File: src/rtl/btn_repeat.sv
// btn_repeat: per-channel button conditioner. Synchronises and debounces each
// raw button, emits press/release strobes and typematic auto-repeat strobes.
module btn_repeat #(
    parameter int N_CH     = 4,
    parameter int DEB_DLY  = 1000000,
    parameter int HOLD_DLY = 50000000,
    parameter int RPT_DLY  = 10000000
) (
    input  logic            clk,
    input  logic            rst,
    input  logic [N_CH-1:0] btn,
    input  logic [N_CH-1:0] rpt_en,
    output logic [N_CH-1:0] btn_lvl,
    output logic [N_CH-1:0] btn_press,
    output logic [N_CH-1:0] btn_rpt,
    output logic [N_CH-1:0] btn_rel
);
    localparam int MAX_DLY = (HOLD_DLY > RPT_DLY) ? HOLD_DLY : RPT_DLY;
    localparam int DCNT_W  = $clog2(DEB_DLY + 1);
    localparam int RCNT_W  = $clog2(MAX_DLY + 1);
    localparam logic [DCNT_W-1:0] DEB_LAST  = DCNT_W'(DEB_DLY - 1);
    localparam logic [RCNT_W-1:0] HOLD_LAST = RCNT_W'(HOLD_DLY - 1);
    localparam logic [RCNT_W-1:0] RPT_LAST  = RCNT_W'(RPT_DLY - 1);

    typedef enum logic [1:0] {IDLE, HOLD, RPT} rpt_state_t;

    genvar gi;
    generate
        for (gi = 0; gi < N_CH; gi++) begin : g_ch
            logic              sync0_reg;
            logic              sync1_reg;
            logic              lvl_reg;
            logic              press_reg;
            logic              rel_reg;
            logic              rpt_reg;
            logic [DCNT_W-1:0] dcnt_reg;
            logic [RCNT_W-1:0] rcnt_reg;
            rpt_state_t        state_reg;
            logic              deb_done;
            logic              rise_evt;
            logic              fall_evt;

            // The level flip, the edge strobes and the repeat FSM all act on the
            // same edge, so the FSM sees the debounce terminal count directly.
            assign deb_done = (sync1_reg != lvl_reg) && (dcnt_reg == DEB_LAST);
            assign rise_evt = deb_done && sync1_reg;
            assign fall_evt = deb_done && !sync1_reg;

            always_ff @(posedge clk) begin
                if (rst) begin
                    sync0_reg <= 1'b0;
                    sync1_reg <= 1'b0;
                    lvl_reg   <= 1'b0;
                    press_reg <= 1'b0;
                    rel_reg   <= 1'b0;
                    rpt_reg   <= 1'b0;
                    dcnt_reg  <= '0;
                    rcnt_reg  <= '0;
                    state_reg <= IDLE;
                end else begin
                    sync0_reg <= btn[gi];
                    sync1_reg <= sync0_reg;
                    press_reg <= 1'b0;
                    rel_reg   <= 1'b0;
                    rpt_reg   <= 1'b0;

                    if (sync1_reg != lvl_reg) begin
                        if (deb_done) begin
                            lvl_reg   <= sync1_reg;
                            dcnt_reg  <= '0;
                            press_reg <= sync1_reg;
                            rel_reg   <= !sync1_reg;
                        end else begin
                            dcnt_reg <= dcnt_reg + 1'b1;
                        end
                    end else begin
                        dcnt_reg <= '0;
                    end

                    // Release overrides any repeat terminal count on the same edge.
                    if (fall_evt) begin
                        state_reg <= IDLE;
                        rcnt_reg  <= '0;
                    end else begin
                        case (state_reg)
                            IDLE: begin
                                if (rise_evt) begin
                                    state_reg <= HOLD;
                                    rcnt_reg  <= '0;
                                end
                            end
                            HOLD: begin
                                if (!rpt_en[gi]) begin
                                    rcnt_reg <= '0;
                                end else if (rcnt_reg == HOLD_LAST) begin
                                    rpt_reg   <= 1'b1;
                                    state_reg <= RPT;
                                    rcnt_reg  <= '0;
                                end else begin
                                    rcnt_reg <= rcnt_reg + 1'b1;
                                end
                            end
                            RPT: begin
                                if (!rpt_en[gi]) begin
                                    state_reg <= HOLD;
                                    rcnt_reg  <= '0;
                                end else if (rcnt_reg == RPT_LAST) begin
                                    rpt_reg  <= 1'b1;
                                    rcnt_reg <= '0;
                                end else begin
                                    rcnt_reg <= rcnt_reg + 1'b1;
                                end
                            end
                            default: begin
                                state_reg <= IDLE;
                                rcnt_reg  <= '0;
                            end
                        endcase
                    end
                end
            end

            assign btn_lvl[gi]   = lvl_reg;
            assign btn_press[gi] = press_reg;
            assign btn_rpt[gi]   = rpt_reg;
            assign btn_rel[gi]   = rel_reg;
        end
    endgenerate
endmodule

File: config.mk
export PLATFORM = sky130hd
export DESIGN_NAME = btn_repeat
export DESIGN_NICKNAME = d
export VERILOG_FILES = /design/src/rtl/btn_repeat.sv
export SDC_FILE = /design/constraint.sdc
export NUM_CORES = 1
export LEC_CHECK = 0
export ABC_AREA = 1
export BUFFER_PORTS_ARGS = -buffer_cell sky130_fd_sc_hd__buf_2
export CAP_MARGIN = 20
export CORE_ASPECT_RATIO = 1.25
export CORE_MARGIN = 3
export CORE_UTILIZATION = 45
export DETAILED_ROUTE_END_ITERATION = 8
export GPL_ROUTABILITY_DRIVEN = 0
export PLACE_DENSITY = 0.58
export SLEW_MARGIN = 15
export SYNTH_ARGS = -nofsm -noshare
export SYNTH_HDL_FRONTEND = slang
export SYNTH_SLANG_ARGS = --single-unit
File: constraint.sdc
create_clock -name clk -period 2.14 [get_ports clk]
set_clock_uncertainty 0.1 [all_clocks]
set_input_delay 0.428 -clock clk [delete_from_list [all_inputs] [get_ports clk]]
set_output_delay 0.428 -clock clk [all_outputs]
set_load 0.005 [all_outputs]
==> impl_metrics.toml <==
[logic_synthesis]
syn_area_per_cell_um2 = 6.45
synth-edff-count = 0
synth-warning-count = 0
synth_cell_types = 47
synth-async-reset-ratio_pct = 0
synth_flop_cell = "dfxtp_1"
yosysSeqAreaShare_pct = 35.3
syn_area_um2 = 12300
synth_seq_cells = 216
synth_fp_nets = 1933
synthCells = 1902

[setup_path]
ff2ff_setup_slack_ns = 0.14
startpoint_type = "register"
worstPathArrival_ns = 2.36
worstPathMaxFanout = 16
critPathKind = "reg2reg"
endpoint_kind = "register"
crit_required_ns = 2.50

[finish]
final_cell_mix = "nand2_1, nor2_1, inv_1"
nets = 1993
largest_reg_flops = 104
utilization_pct = 52.7
syn_to_final_growth_pct = 13.6
instances_no_fill = 2320
mostFrequentLayoutCell = "nand2_1"
drive_above_1_share_pct = 10.1
antenna_cells = 0

[routing]
ant_nets = 0
drtPass1Iterations = 5
drc = 0
routed_wirelength_um = 29300
num_vias = 11600
wl_per_cell_um = 12.6
via_per_inst = 4.98
first_iter_violations = 614

[timing]
tightest_slew_ns = 0.503
slew_headroom_pct = 66.2
fin_crit_sh_pct = 93.5
max_freq_mhz = 500
rsz0062_at_grt = "true"
fin_crit_ns = 2.00
hold_viol_final = 0
setup_viol = 0
fin_tns_setup_ns = 0
drv_slew = 0

[grt]
grt_pass1_vias = 11000
met3_usage_pct = 2.59
busiest_layer = "met2"
grt_pass1_wl_um = 50100
use_met2_pct = 35.8
grt-ovfl-total = 0
gr-usage-met1_pct = 24.3
antenna_found_initial = 0
grt_usage_pct = 19.7
grt_max_degree = 30

[floorplan]
coreArea_um2 = 26400
start_util_pct = 46.4
die_area_um2 = 29300
dieWidth_um = 154
pin_count = 26
rows = 66
die_h_um = 191

[run]
maxCapViolations = 0

[min_path]
hp-class = "in2reg"

[clock_tree]
numCtsBuffers = 25
cts_num_sinks = 216
cts_tree = "built"
clkSlewWorstSetupHoldPaths_ns = 0.06
insertion_delay_ns = 0.52
cts_max_path_buffers = 3
hold_buffers = 0
h-tree-depth = 1
clock-root-buffer = "clkbuf_16"

[placed_design]
placed_cells = 2266
dp_hpwl_um = 21500
numPortBuffers = 25

[pwr]
irDropWorstVdd_uv = 509
power_mw = 8.42
cellPowerDensity_nw_per_um2 = 604
p_leak_nw = 5.26

[outcome]
status = "finished clean"
## report_power, final
| part | switching (mW) | internal (mW) | total, mW | leakage (nW) |
|---|---|---|---|---|
| Sequential | 0.00755 | 4.03 | 4.04 | 1.74 |
| Combinational | 0.0992 | 0.0422 | 0.141 | 3.11 |
| Clock | 1.65 | 2.60 | 4.24 | 0.408 |
| Total | 1.75 | 6.67 | 8.42 | 5.26 |
## cells in the mapped netlist (all sizes together) (5+ instances only)
cell type	count	area (um^2)
nor3	53	280
nand3	158	816
clkbuf	10	37.5
dfxtp	216	4320
buf	47	364
inv	229	862
nand4	61	382
nand2	499	1910
a21oi	95	483
o21bai	6	48.8
xnor2	5	43.8
xor2	57	499
nor3b	8	65.1
nor2	357	1380
or2	12	75.1
a31oi	6	37.5
o21ai	28	155
ha	21	263
a211oi	5	37.5
nor4	13	81.3
## repair_timing
item | CTS | global route
resized for setup | 0 | 37
buffers inserted | 0 | 7
setup endpoints to repair | 0 | 123
## worst paths after layout
kind                                                     start                          endpoint  depth (start not counted)
worst max-delay path            g_ch[2].dcnt_reg[0]$_SDFF_PP0_  g_ch[2].rcnt_reg[6]$_SDFFE_PP0P_                         10
worst min-delay path                                    btn[3]      g_ch[3].sync0_reg$_SDFF_PP0_                          3
worst max register to register  g_ch[2].dcnt_reg[0]$_SDFF_PP0_  g_ch[2].rcnt_reg[6]$_SDFFE_PP0P_                         10
worst min register to register    g_ch[0].sync0_reg$_SDFF_PP0_      g_ch[0].sync1_reg$_SDFF_PP0_                          2
## kinds of logic (layout without fill, tap and decap cells)
logic type               after synthesis  in the layout  synth area share, %
AO/OA/AOI/OAI                        148            148                 6.73
flip-flops                           216            216                 35.3
adder cells (fa/ha/maj)               21             21                 2.14
AND/OR/NAND/NOR                     1168           1169                 41.1
buffers and inverters                287            364                 10.3
XOR/XNOR                              62             62                 4.43
## metal layers
layer | wire length, um | share of wire [%] | vias up
li1 | - | - | 6154
met1 | 13100 | 45 | 5184
met2 | 14500 | 49 | 163
met3 | 1040 | 3.6 | 55
met4 | 709 | 2.4 | 0
met5 | 0 | 0 | -
## metrics by stage
step | worst slack, ns | area (um^2) | hold slack [ns]
after global routing | -0.0787 | 13900 | 0.0252
after floorplan | 0.295 | 12300 | 0.288
after detailed placement | 0.0420 | 12900 | 0.302
after CTS | 0.0345 | 13700 | 0.00214
after global placement | 0.0716 | 12900 | 0.294
final | 0.139 | 13900 | 0.0272
## area by class of cell
type / instances / area [um^2]
timing repair buffer: 88 / 681
clock buffer: 38 / 734
multi-input combinational: 1400 / 6790
fill: 2696 / 12500
clock inverter: 7 / 92.6
timing repair inverter: 1 / 7.51
tap: 340 / 425
inverter: 230 / 877
sequential: 216 / 4330
## critical path, stage by stage (launching register included)
cell and delay [ns]:
dfxtp_1 0.35, ha_1 0.20, nand3_1 0.17, nor3_4 0.21, nand4_1 0.20, nand2_2 0.16
clkinvlp_4 0.11, buf_12 0.15, o21ai_0 0.15, nand2_1 0.06, nor2_1 0.07
Power figures use the tool's default switching activity.
